`src/rtl/imm_pkg.sv`:
```
// imm_pkg: shared definitions for the immediate decode stage.
//   - RV32I/RV64I major opcode constants
//   - fmt_e: format code reported on fmt_o
//   - skid_state_e: occupancy of the output/skid register pair
//   - xlen_legal(): elaboration-time check of the datapath width
package imm_pkg;

    localparam logic [6:0] OPC_LOAD      = 7'b0000011;
    localparam logic [6:0] OPC_OP_IMM    = 7'b0010011;
    localparam logic [6:0] OPC_JALR      = 7'b1100111;
    localparam logic [6:0] OPC_SYSTEM    = 7'b1110011;
    localparam logic [6:0] OPC_OP_IMM_32 = 7'b0011011;
    localparam logic [6:0] OPC_STORE     = 7'b0100011;
    localparam logic [6:0] OPC_BRANCH    = 7'b1100011;
    localparam logic [6:0] OPC_LUI       = 7'b0110111;
    localparam logic [6:0] OPC_AUIPC     = 7'b0010111;
    localparam logic [6:0] OPC_JAL       = 7'b1101111;

    typedef enum logic [2:0] {
        FMT_NONE  = 3'd0,
        FMT_I     = 3'd1,
        FMT_S     = 3'd2,
        FMT_B     = 3'd3,
        FMT_U     = 3'd4,
        FMT_J     = 3'd5,
        FMT_SHAMT = 3'd6
    } fmt_e;

    // Encoding equals the number of valid entries held.
    typedef enum logic [1:0] {
        SKID_EMPTY = 2'd0,
        SKID_ONE   = 2'd1,
        SKID_TWO   = 2'd2
    } skid_state_e;

    function automatic bit xlen_legal(input int xlen);
        return (xlen == 32) || (xlen == 64);
    endfunction

endpackage

```
`src/rtl/imm_decode_stage_if.sv`:
```
// imm_decode_stage_if: upstream and downstream handshake bundle of the
// immediate decode stage.
//   in_valid_i/in_ready_o/instr_i/pc_i   : upstream (fetch) side
//   out_valid_o/out_ready_i/imm_o/fmt_o/
//   instr_o/pc_o[/target_o]              : downstream (execute) side
//   target_o exists only when IMM_TARGET_EN is defined.
// Modports: master = surrounding pipeline, slave = the decode stage.
//
// Handshake: a transfer happens on a rising clk edge where valid and ready
// are both 1. A producer holding valid=1 keeps its payload unchanged until
// the transfer; ready may be asserted independently of valid.
interface imm_decode_stage_if #(parameter int XLEN = 32) ();
    logic            in_valid_i;
    logic            in_ready_o;
    logic [31:0]     instr_i;
    logic [XLEN-1:0] pc_i;
    logic            out_valid_o;
    logic            out_ready_i;
    logic [XLEN-1:0] imm_o;
    logic [2:0]      fmt_o;
    logic [31:0]     instr_o;
    logic [XLEN-1:0] pc_o;
`ifdef IMM_TARGET_EN
    logic [XLEN-1:0] target_o;
`endif

    modport master (
        output in_valid_i, instr_i, pc_i, out_ready_i,
`ifdef IMM_TARGET_EN
        input  target_o,
`endif
        input  in_ready_o, out_valid_o, imm_o, fmt_o, instr_o, pc_o
    );

    modport slave (
        input  in_valid_i, instr_i, pc_i, out_ready_i,
`ifdef IMM_TARGET_EN
        output target_o,
`endif
        output in_ready_o, out_valid_o, imm_o, fmt_o, instr_o, pc_o
    );
endinterface

```
`src/rtl/imm_extract.sv`:
```
// imm_extract: combinational instruction-word to {immediate, format} decoder.
//   instr : 32-bit instruction word
//   imm   : immediate, sign-extended from instr[31] to XLEN (shift amounts
//           are zero-extended when SHAMT_SPLIT=1)
//   fmt   : format code (fmt_e)
module imm_extract
    import imm_pkg::*;
#(
    parameter int XLEN        = 32,
    parameter int SHAMT_SPLIT = 1
) (
    input  logic [31:0]     instr,
    output logic [XLEN-1:0] imm,
    output fmt_e            fmt
);

    logic [6:0]        opcode;
    logic [2:0]        funct3;
    logic              is_shift;
    logic [5:0]        shamt;
    logic signed [31:0] raw;

    assign opcode   = instr[6:0];
    assign funct3   = instr[14:12];
    assign is_shift = (SHAMT_SPLIT != 0) && ((funct3 == 3'b001) || (funct3 == 3'b101));
    // Only 64-bit OP-IMM shifts carry a 6-bit shamt; *W shifts stay 5-bit.
    assign shamt    = ((XLEN == 64) && (opcode == OPC_OP_IMM)) ? instr[25:20]
                                                               : {1'b0, instr[24:20]};

    always_comb begin
        fmt = FMT_NONE;
        case (opcode)
            OPC_OP_IMM:                     fmt = is_shift ? FMT_SHAMT : FMT_I;
            OPC_OP_IMM_32: if (XLEN == 64)  fmt = is_shift ? FMT_SHAMT : FMT_I;
            OPC_LOAD, OPC_JALR, OPC_SYSTEM: fmt = FMT_I;
            OPC_STORE:                      fmt = FMT_S;
            OPC_BRANCH:                     fmt = FMT_B;
            OPC_LUI, OPC_AUIPC:             fmt = FMT_U;
            OPC_JAL:                        fmt = FMT_J;
            default:                        fmt = FMT_NONE;
        endcase
    end

    // Every format is first built as a signed 32-bit value; the signed cast
    // below then extends instr[31] up to XLEN for the RV64 case.
    always_comb begin
        raw = '0;
        case (fmt)
            FMT_I: raw = {{20{instr[31]}}, instr[31:20]};
            FMT_S: raw = {{20{instr[31]}}, instr[31:25], instr[11:7]};
            FMT_B: raw = {{19{instr[31]}}, instr[31], instr[7], instr[30:25], instr[11:8], 1'b0};
            FMT_U: raw = {instr[31:12], 12'b0};
            FMT_J: raw = {{11{instr[31]}}, instr[31], instr[19:12], instr[20], instr[30:21], 1'b0};
            default: raw = '0;
        endcase
        imm = (fmt == FMT_SHAMT) ? XLEN'(shamt) : XLEN'(raw);
    end

endmodule

```
`src/rtl/imm_decode_stage.sv`:
```
// imm_decode_stage: registered immediate decoder with a 2-entry skid buffer.
//   clk, reset : clock; asynchronous active-high reset
//   flush_i    : synchronous flush, drops every held and incoming entry
//   bus        : imm_decode_stage_if slave (upstream + downstream handshake)
//   dbg_state  : current skid occupancy (EMPTY/ONE/TWO)
// Optional: define IMM_TARGET_EN to add target_o = pc + imm for B, J and
// AUIPC (0 otherwise), registered alongside imm_o.
module imm_decode_stage
    import imm_pkg::*;
#(
    parameter int XLEN        = 32,
    parameter int SHAMT_SPLIT = 1
) (
    input  logic                  clk,
    input  logic                  reset,
    input  logic                  flush_i,
    imm_decode_stage_if.slave     bus,
    output skid_state_e           dbg_state
);

    if (!xlen_legal(XLEN)) begin : g_bad_xlen
        $error("imm_decode_stage: XLEN must be 32 or 64");
    end

    // Decode happens on the input side so both registers hold finished results.
    logic [XLEN-1:0] dec_imm;
    fmt_e            dec_fmt;

    imm_extract #(.XLEN(XLEN), .SHAMT_SPLIT(SHAMT_SPLIT)) u_extract (
        .instr (bus.instr_i),
        .imm   (dec_imm),
        .fmt   (dec_fmt)
    );

`ifdef IMM_TARGET_EN
    logic [XLEN-1:0] dec_tgt;
    assign dec_tgt = ((dec_fmt == FMT_B) || (dec_fmt == FMT_J) ||
                      ((dec_fmt == FMT_U) && (bus.instr_i[6:0] == OPC_AUIPC)))
                     ? bus.pc_i + dec_imm : '0;
    logic [XLEN-1:0] out_tgt_q, skd_tgt_q;
`endif

    skid_state_e state_q, state_d;
    logic        in_ready_q;
    logic        accept, drain;
    logic        load_out, load_skid, skid_to_out;

    logic [XLEN-1:0] out_imm_q, out_pc_q, skd_imm_q, skd_pc_q;
    logic [31:0]     out_instr_q, skd_instr_q;
    fmt_e            out_fmt_q, skd_fmt_q;

    // Flush masks both handshakes so nothing moves on a flush cycle.
    assign accept = bus.in_valid_i && in_ready_q && !flush_i;
    assign drain  = (state_q != SKID_EMPTY) && bus.out_ready_i && !flush_i;

    always_ff @(posedge clk or posedge reset) begin
        if (reset) begin
            state_q    <= SKID_EMPTY;
            in_ready_q <= 1'b1;
        end else begin
            state_q    <= state_d;
            in_ready_q <= (state_d != SKID_TWO);
        end
    end

    always_comb begin
        state_d     = state_q;
        load_out    = 1'b0;
        load_skid   = 1'b0;
        skid_to_out = 1'b0;
        if (flush_i) begin
            state_d = SKID_EMPTY;
        end else begin
            case (state_q)
                SKID_EMPTY: begin
                    if (accept) begin
                        state_d  = SKID_ONE;
                        load_out = 1'b1;
                    end
                end
                SKID_ONE: begin
                    if (accept && !drain) begin
                        state_d   = SKID_TWO;
                        load_skid = 1'b1;
                    end else if (accept && drain) begin
                        load_out = 1'b1;
                    end else if (drain) begin
                        state_d = SKID_EMPTY;
                    end
                end
                SKID_TWO: begin
                    // in_ready is low here, so only a drain can happen.
                    if (drain) begin
                        state_d     = SKID_ONE;
                        skid_to_out = 1'b1;
                    end
                end
                default: state_d = SKID_EMPTY;
            endcase
        end
    end

    always_ff @(posedge clk or posedge reset) begin
        if (reset) begin
            out_imm_q   <= '0;
            out_fmt_q   <= FMT_NONE;
            out_instr_q <= '0;
            out_pc_q    <= '0;
            skd_imm_q   <= '0;
            skd_fmt_q   <= FMT_NONE;
            skd_instr_q <= '0;
            skd_pc_q    <= '0;
`ifdef IMM_TARGET_EN
            out_tgt_q   <= '0;
            skd_tgt_q   <= '0;
`endif
        end else begin
            if (load_out) begin
                out_imm_q   <= dec_imm;
                out_fmt_q   <= dec_fmt;
                out_instr_q <= bus.instr_i;
                out_pc_q    <= bus.pc_i;
`ifdef IMM_TARGET_EN
                out_tgt_q   <= dec_tgt;
`endif
            end else if (skid_to_out) begin
                out_imm_q   <= skd_imm_q;
                out_fmt_q   <= skd_fmt_q;
                out_instr_q <= skd_instr_q;
                out_pc_q    <= skd_pc_q;
`ifdef IMM_TARGET_EN
                out_tgt_q   <= skd_tgt_q;
`endif
            end
            if (load_skid) begin
                skd_imm_q   <= dec_imm;
                skd_fmt_q   <= dec_fmt;
                skd_instr_q <= bus.instr_i;
                skd_pc_q    <= bus.pc_i;
`ifdef IMM_TARGET_EN
                skd_tgt_q   <= dec_tgt;
`endif
            end
        end
    end

    assign bus.in_ready_o  = in_ready_q;
    assign bus.out_valid_o = (state_q != SKID_EMPTY);
    assign bus.imm_o       = out_imm_q;
    assign bus.fmt_o       = out_fmt_q;
    assign bus.instr_o     = out_instr_q;
    assign bus.pc_o        = out_pc_q;
`ifdef IMM_TARGET_EN
    assign bus.target_o    = out_tgt_q;
`endif
    assign dbg_state       = state_q;

endmodule

```
`src/flat_wrapper.sv`:
```
// flat-port wrapper written by rule: the top's interface ports become plain ports
module imm_decode_stage_flat import imm_pkg::*;
#(
    parameter int XLEN        = 32,
    parameter int SHAMT_SPLIT = 1
)
  (clk, reset, flush_i, dbg_state, bus_in_valid_i, bus_instr_i, bus_pc_i, bus_out_ready_i, bus_in_ready_o, bus_out_valid_o, bus_imm_o, bus_fmt_o, bus_instr_o, bus_pc_o);
  imm_decode_stage_if #(.XLEN(XLEN)) bus_i ();
  input  logic clk;
  input  logic reset;
  input  logic flush_i;
  output skid_state_e dbg_state;
  input wire logic [$bits(bus_i.in_valid_i)-1:0] bus_in_valid_i;
  input wire logic [$bits(bus_i.instr_i)-1:0] bus_instr_i;
  input wire logic [$bits(bus_i.pc_i)-1:0] bus_pc_i;
  input wire logic [$bits(bus_i.out_ready_i)-1:0] bus_out_ready_i;
  output wire logic [$bits(bus_i.in_ready_o)-1:0] bus_in_ready_o;
  output wire logic [$bits(bus_i.out_valid_o)-1:0] bus_out_valid_o;
  output wire logic [$bits(bus_i.imm_o)-1:0] bus_imm_o;
  output wire logic [$bits(bus_i.fmt_o)-1:0] bus_fmt_o;
  output wire logic [$bits(bus_i.instr_o)-1:0] bus_instr_o;
  output wire logic [$bits(bus_i.pc_o)-1:0] bus_pc_o;
  assign bus_i.in_valid_i = bus_in_valid_i;
  assign bus_i.instr_i = bus_instr_i;
  assign bus_i.pc_i = bus_pc_i;
  assign bus_i.out_ready_i = bus_out_ready_i;
  assign bus_in_ready_o = bus_i.in_ready_o;
  assign bus_out_valid_o = bus_i.out_valid_o;
  assign bus_imm_o = bus_i.imm_o;
  assign bus_fmt_o = bus_i.fmt_o;
  assign bus_instr_o = bus_i.instr_o;
  assign bus_pc_o = bus_i.pc_o;
  imm_decode_stage #(.XLEN(XLEN), .SHAMT_SPLIT(SHAMT_SPLIT)) u_core (.clk(clk), .reset(reset), .flush_i(flush_i), .bus(bus_i), .dbg_state(dbg_state));
endmodule
```
`config.mk`:
```
export PLATFORM = sky130hd
export DESIGN_NAME = imm_decode_stage_flat
export DESIGN_NICKNAME = d
export VERILOG_FILES = /design/src/rtl/imm_pkg.sv /design/src/rtl/imm_decode_stage_if.sv /design/src/rtl/imm_extract.sv /design/src/rtl/imm_decode_stage.sv /design/src/flat_wrapper.sv
export SDC_FILE = /design/constraint.sdc
export NUM_CORES = 1
export LEC_CHECK = 0
export ABC_AREA = 0
export CORE_ASPECT_RATIO = 1.1
export CORE_MARGIN = 1.5
export CORE_UTILIZATION = 30
export DETAILED_ROUTE_END_ITERATION = 6
export PLACE_DENSITY_LB_ADDON = 0.2
export SYNTH_ARGS = -nofsm -noshare
export SYNTH_HDL_FRONTEND = slang
export SYNTH_SLANG_ARGS = --single-unit
```
`constraint.sdc`:
```
create_clock -name clk -period 7.72 [get_ports clk]
set_input_delay 2.316 -clock clk [delete_from_list [all_inputs] [get_ports clk]]
set_output_delay 2.316 -clock clk [all_outputs]
set_load 0.005 [all_outputs]
```
# Word-level counts from Yosys, hierarchy flattened
# Cells that the tools add are included.
[totals] ff_bits=201 input_bits=69 out_inout_bits=103 wordCells=74
[classes] n_eq_ne=20 n_mux=30 reduce_logical=14
[op_table] operator="$mux 32" count=7
[op_table] operator="$pmux 32 s5" count=1
[op_table] operator="$eq 7x7->1 const B" count=4
[op_table] operator="$pmux 3 s6" count=1
[op_table] operator="$eq 7x5->1 const B" count=2
[op_table] operator="$eq 7x6->1 const B" count=2
[op_table] operator="$eq 3x3->1 const B" count=4
[op_table] operator="$mux 2" count=6
[op_table] operator="$mux 1" count=10
[op_table] operator="$mux 3" count=3
[op_table] operator="$eq 7x2->1 const B" count=1
[op_table] operator="$eq 3x1->1 const B" count=2
[op_table] operator="$eq 3x2->1 const B" count=2
[op_table] operator="$logic_and 1x1->1" count=6
[op_table] operator="$pmux 2 s3" count=1
[op_table] operator="$reduce_bool 2->1" count=2
[op_table] operator="$reduce_or 3->1" count=1
[op_table] operator="$eq 2x1->1 const B" count=1
[op_table] operator="$eq 2x2->1 const B" count=1
[op_table] operator="$logic_not 1->1" count=2
[op_table] operator="$logic_not 2->1" count=1
[op_table] operator="$ne 2x2->1 const B" count=1
[op_table] operator="$pmux 1 s2" count=1
[op_table] operator="$reduce_or 2->1" count=1
[op_table] operator="$logic_or 1x1->1" count=1

# Longest topological paths before layout
[logic_depth] ltp_word=9 ltp_mapped=7 ltp_nobuf=5

# Cells and area by module
# From an unflattened synthesis, not the netlist that was laid out.
[hier_totals] hier_cells=616 area_unflattened_um2=9290.2
[by_module_without_submodules] mod="imm_decode_stage" instances=1 cells_each=546 area_each_um2=8745.9 seq_area_each_um2=5031.1
[by_module_without_submodules] mod="imm_extract" instances=1 cells_each=70 area_each_um2=544.3 seq_area_each_um2=0.0

# Least setup slack after synthesis
# No wires, ideal clock.
[synth_path] path_kind="in2reg" startpoint="input port bus_instr_i[5]" endpoint="register u_core.skd_imm_q[12]" setup_ns=0.126 arrival_time_ns=3.726 t_required_ns=7.594 path_slack_ns=3.868 cell_stages=5 n_path_buf=0 cell_sequence="or3b_1 or4_1 a21o_1 o2111a_4 a221o_1"
[synth_between] elab_chain_len=6 word_cells_on_any_way=20 classes_between="15 x eq/ne; 3 x mux; 2 x reduce/logical"
[synth_rtl] item="from (decl)" line_no="flat_wrapper.sv:14" source="input wire logic [$bits(bus_i.instr_i)-1:0] bus_instr_i;"
[synth_rtl] item="$eq 7x2->1 (tied with other cells)" line_no="imm_extract.sv:32" source="case (opcode)"
[synth_rtl] item="$reduce_or 3->1 or $reduce_or 2->1 (tied branches)" line_no="imm_extract.sv:32"
[synth_rtl] item="$pmux 3 s6 *" line_no="imm_extract.sv:32"
[synth_rtl] item="$eq 3x3->1 (tied with other cells)" line_no="imm_extract.sv:48" source="case (fmt)"
[synth_rtl] item="$pmux 32 s5" line_no="imm_extract.sv:48"
[synth_rtl] item="$mux 32 *" line_no="imm_extract.sv:56" source="imm = (fmt == FMT_SHAMT) ? XLEN'(shamt) : XLEN'(raw);"
[synth_rtl] item="to (signal assigned)" line_no="imm_decode_stage.sv:136" source="skd_imm_q <= dec_imm;"
[synth_rtl] item="to (decl)" line_no="imm_decode_stage.sv:48" source="logic [XLEN-1:0] out_imm_q, out_pc_q, skd_imm_q, skd_pc_q;"
# Mark *: on every way between the ends. The rest lies on a longest branch, timed or not.
# A chain may end at the register's enable or synchronous reset.

# Final worst setup path
[layout_path] startpoint="input port flush_i" endpoint="register u_core.skd_imm_q[12]"
[layout_between] elab_chain_len=7 word_cells_on_any_way=8 classes_between="3 x mux; 5 x reduce/logical"
[layout_rtl] item="from (decl)" line_no="flat_wrapper.sv:11" source="input logic flush_i;"
[layout_rtl] item="$logic_not 1->1" line_no="imm_decode_stage.sv:53, imm_decode_stage.sv:54"
[layout_rtl] item="$logic_and 1x1->1" line_no="imm_decode_stage.sv:54" source="assign drain = (state_q != SKID_EMPTY) && bus.out_ready_i && !flush_i;"
[layout_rtl] item="$logic_not 1->1" line_no="imm_decode_stage.sv:82" source="if (accept && !drain) begin"
[layout_rtl] item="$logic_and 1x1->1" line_no="imm_decode_stage.sv:82"
[layout_rtl] item="$mux 1" line_no="imm_decode_stage.sv:82"
[layout_rtl] item="$mux 1" line_no="imm_decode_stage.sv:74" source="case (state_q)"
[layout_rtl] item="$mux 1 *" line_no="imm_decode_stage.sv:71" source="if (flush_i) begin"
# Marked as above.

==> results.txt <==
The run finished with clean final reports. After Yosys synthesis, XOR and XNOR cells account for 0% of the synthesized area. For this design, the slowest cell found on the critical path is nor2b_4. Counting flops and latches in the post-synthesis netlist gives 201.

The maximum fanout along the worst path is 43. In this run the worst setup path begins at flush_i. At the pin with the least slew margin, the transition time is 1.02 ns.

The floorplan step set the die height to 179 microns. 0 antenna diodes ended up in the layout. At the worst endpoint, the arrival time is 4.96 ns.

The startpoint identified for the worst hold timing path is u_core.skd_pc_q[31]$_DFFE_PP0P_. The horizontal die dimension is 163 microns, and the wire length of the first global-routing pass is 38800 microns. H-tree depth: 1. The dominant delay contributor by cell family on the critical path is simple AND/OR/NAND/NOR gates. STA classifies the critical path startpoint as an input pin. The number of cells on the worst reg-to-reg path is 7. The standard-cell row count is 64, and the detailed-placement wirelength estimate is 15000 microns. The floorplan step defined a die boundary enclosing 29200 sq um.

After detailed routing, the average wire length per cell comes to 17.5 microns. The post-synthesis cell type count came out at 51. In the layout the commonest cells are nand2_1 (342), dfrtp_1 (200), clkdlybuf4s50_1 (171). The run gives 0 as the count of antenna-violating nets left after detailed routing.

The count of flip-flops with a built-in enable after synthesis was 0. The leading cell type in the layout, fill and taps excluded is nand2_1. The tools report the type of destination of the critical path as a flop.

The number of global-route vias before repair is 6743. After clock tree synthesis, the setup repair step added 0 buffers. For the final routed database, the setup TNS stands at 0 ns. The residual DRC count was 0. The number of instances in the synthesized netlist was 860; the share of post-route cells with drive strength above 1 was 5.87%. The signal on the critical path passes through clkdlybuf4s50_1, and4bb_2, nor2b_4, buf_4, o2111a_4, a221o_1.

Max-slew violation count: 0. In this run the count of I/O pins placed on the die edge is 172. The number of detailed-route iterations in the first pass came out at 6.

CTS placed an instance of clkbuf_16 at the clock tree root. Dividing the synthesized area by the synthesized cell count gives 9.84 sq um. The aggregate routed wire length is 24200 microns, and the share of flip-flops with an asynchronous set or reset after synthesis is 100%.

Clock-pin slew was measured on the worst setup and hold paths at 0.06 ns. After detailed routing, the number of vias per cell comes to 4.90. Setup repair after global routing left no endpoint under its margin.

Worst reg2reg path startpoint: u_core.dbg_state[0]$_DFF_PP0_. TritonCTS built the clock tree. The number of buffers on the longest clock path is 3. Clock latency on the worst-skew pair, taken at its later pin, is 0.51 ns.

The combinational family with the most area after synthesis was simple AND/OR/NAND/NOR gates. Based on the critical path, the design can be clocked at up to 221 MHz. The tools report the max-slew headroom at the worst pin as 31.6%. Sequential cells were found to cover 59.5% of the synthesized design area.

Across the run, the number of max-cap violations was 0. The total global-route track usage was 16.8%; the final hold violation count was 0. The simple-gate share of the synthesized area is 19.4%, and the total number of clock tree sinks is 201. The cell count of the worst hold path came out at 2. The run gives 2696 as the number of inserted filler cells in the final layout. The mux cell area share after synthesis is 1.43%. In the synthesized netlist the dominant register cell turns out to be dfrtp_1. For this design, the CTS-stage hold fixing added 0 buffers. The number of nets in the synthesized netlist is 929. Type of the worst setup path: in -> reg. The final critical-path share of the clock period is 58.5%, and the maximum vdd drop is 0.000122 V. Input and output buffers added on the ports amount to 171.

The highest cell delay on the worst timing path works out to 0.66 ns. Routability-driven placement finished with a final weighted congestion of 0.797. The end point of the worst hold path was u_core.skd_pc_q[31]$_DFFE_PP0P_. The final number of setup-violating endpoints is 0, and the post-synth design cell area is 8460 sq um. The number of antenna violations at the first check in global routing is 0.

Dividing total power by cell area gives a power density of 257 nW/um^2. Once the clock tree was built, the resizer swapped 0 gates to a different size. In this run the critical register-to-register path is captured at u_core.bus.imm_o[1]$_DFFE_PP0P_.

After global routing the overflow that remains totals 0. Summing internal, switching and leakage power gives 2900 uW. The clock period minus worst slack came out at 4.52 ns. The worst hold path belongs to the class reg -> reg. For the leakage power total, the log shows 0.00527 uW. The number of buffer and inverter instances along the worst setup path works out to 2. Summing the areas of all compound-gate instances in the mapped netlist gives 16.5% of the synthesized area. The required time of the worst setup path was 8.16 ns. The logs give 5.01 ns for the setup slack of the most critical reg-to-reg path and 6789 for the via count. The Yosys step of the flow raised 0 warnings. For the final database, setup skew stands at 0.00707 ns. Entering global routing, the biggest net connects 160 pins. After Yosys synthesis, full adders, half adders and majority gates account for 0% of the synthesized area. Once the floorplan was initialized, standard cells occupied 30.4% of the core.

The area growth from synthesis to layout came out at 33.3%. The logs give 27800 sq um for the floorplan core area and 519 for the number of design-rule violations left by the first detailed-router iteration. At the end of the flow, the number of nets in the layout was 1074. The number of clock buffers added by TritonCTS is 23.
[routing by layer]
| layer | vias up | routed length (microns) | global-route usage (%) |
|---|---|---|---|
| met5 | - | 0 | 0 |
| met4 | 0 | 253 | 3.52 |
| met3 | 16 | 1450 | 2.96 |
| met2 | 210 | 11400 | 27.8 |
| met1 | 3296 | 11100 | 23.1 |
| li1 | 3267 | - | - |
[worst register-to-register path, stage by stage, from the launching register on]
cell      delay, ns
dfrtp_1        0.41
nand2b_1       0.20
nor3b_2        0.19
buf_4          0.37
buf_4          0.80
mux2i_1        0.33
o21ai_0        0.09
a31o_1         0.22
[synth_stat cells, types with 3 or more instances]
cell / number / area [sq um]
a21o_1: 4 / 30.0
a21oi_1: 8 / 40.0
a221o_1: 22 / 220
a222oi_1: 19 / 190
a22oi_1: 65 / 488
a31o_1: 8 / 70.1
buf_1: 7 / 26.3
buf_2: 18 / 90.1
clkbuf_1: 34 / 128
dfrtp_1: 200 / 5000
inv_1: 5 / 18.8
mux2i_1: 11 / 110
nand2_1: 342 / 1280
nand2b_1: 8 / 50.1
nand3_1: 5 / 25.0
nor2_1: 21 / 78.8
nor2b_1: 3 / 18.8
nor3_1: 3 / 15.0
o211ai_1: 3 / 22.5
o21ai_0: 17 / 85.1
o21ai_1: 20 / 100
[power by group]
| group | switching [uW] | leakage (uW) | internal (uW) |
|---|---|---|---|
| registers | 93.2 | 0.00260 | 1230 |
| logic | 203 | 0.00227 | 236 |
| clock network | 432 | 0.000387 | 714 |
| total | 728 | 0.00527 | 2170 |
[cells by family after synthesis]
kind of cell,after synthesis
DFF,201
AOI/OAI and AO/OA,180
muxes,12
and+or+nand+nor,402
buffers and inverters,65
[worst max-delay path by stage]
stage	slack (ns)	end	depth (start not counted)
after floorplan	2.80	u_core.bus.fmt_o[0]$_DFFE_PP0P_	1
after global placement	2.66	u_core.skd_imm_q[17]$_DFFE_PP0P_	6
after detailed placement	2.62	u_core.skd_imm_q[18]$_DFFE_PP0P_	6
after CTS	3.15	u_core.skd_imm_q[19]$_DFFE_PP0P_	6
after global routing	3.03	u_core.skd_imm_q[12]$_DFFE_PP0P_	6
final	3.20	u_core.skd_imm_q[12]$_DFFE_PP0P_	6
[final cells by class]
type                    instances  area (sq um)  area share, %
flip-flops and latches        201          5030           44.6
multi-input cells             594          3190           28.3
repair buffers                180          1790           15.9
clock buffers                  34           647           5.73
well taps                     363           454           4.03
clock inverters                 8           144           1.28
inverters                       5          22.5          0.200
[per-stage QoR]
stage | setup slack [ns] | utilization, % | cell area (sq um) | hold slack [ns] | cells
after floorplan | 2.80 | - | 8460 | 0.446 | 860
after global placement | 2.66 | 37.7 | 10500 | 0.457 | 1343
after detailed placement | 2.62 | 37.7 | 10500 | 0.463 | 1343
after CTS | 3.15 | 40.6 | 11300 | 0.478 | 1385
after global routing | 3.03 | 40.6 | 11300 | 0.487 | 1385
final | 3.20 | 40.6 | 11300 | 0.472 | 1385
[state kept, by name (all words and copies together) (netlist names)]
signal,count
u_core.bus.instr_o,32
u_core.dbg_state,2
u_core.bus.imm_o,32
u_core.skd_instr_q,32
u_core.bus.fmt_o,3
u_core.bus.pc_o,32
u_core.bus.in_ready_o,1
u_core.skd_fmt_q,3
u_core.skd_imm_q,32
u_core.skd_pc_q,32
No activity file was read; power rests on OpenSTA's default activity.
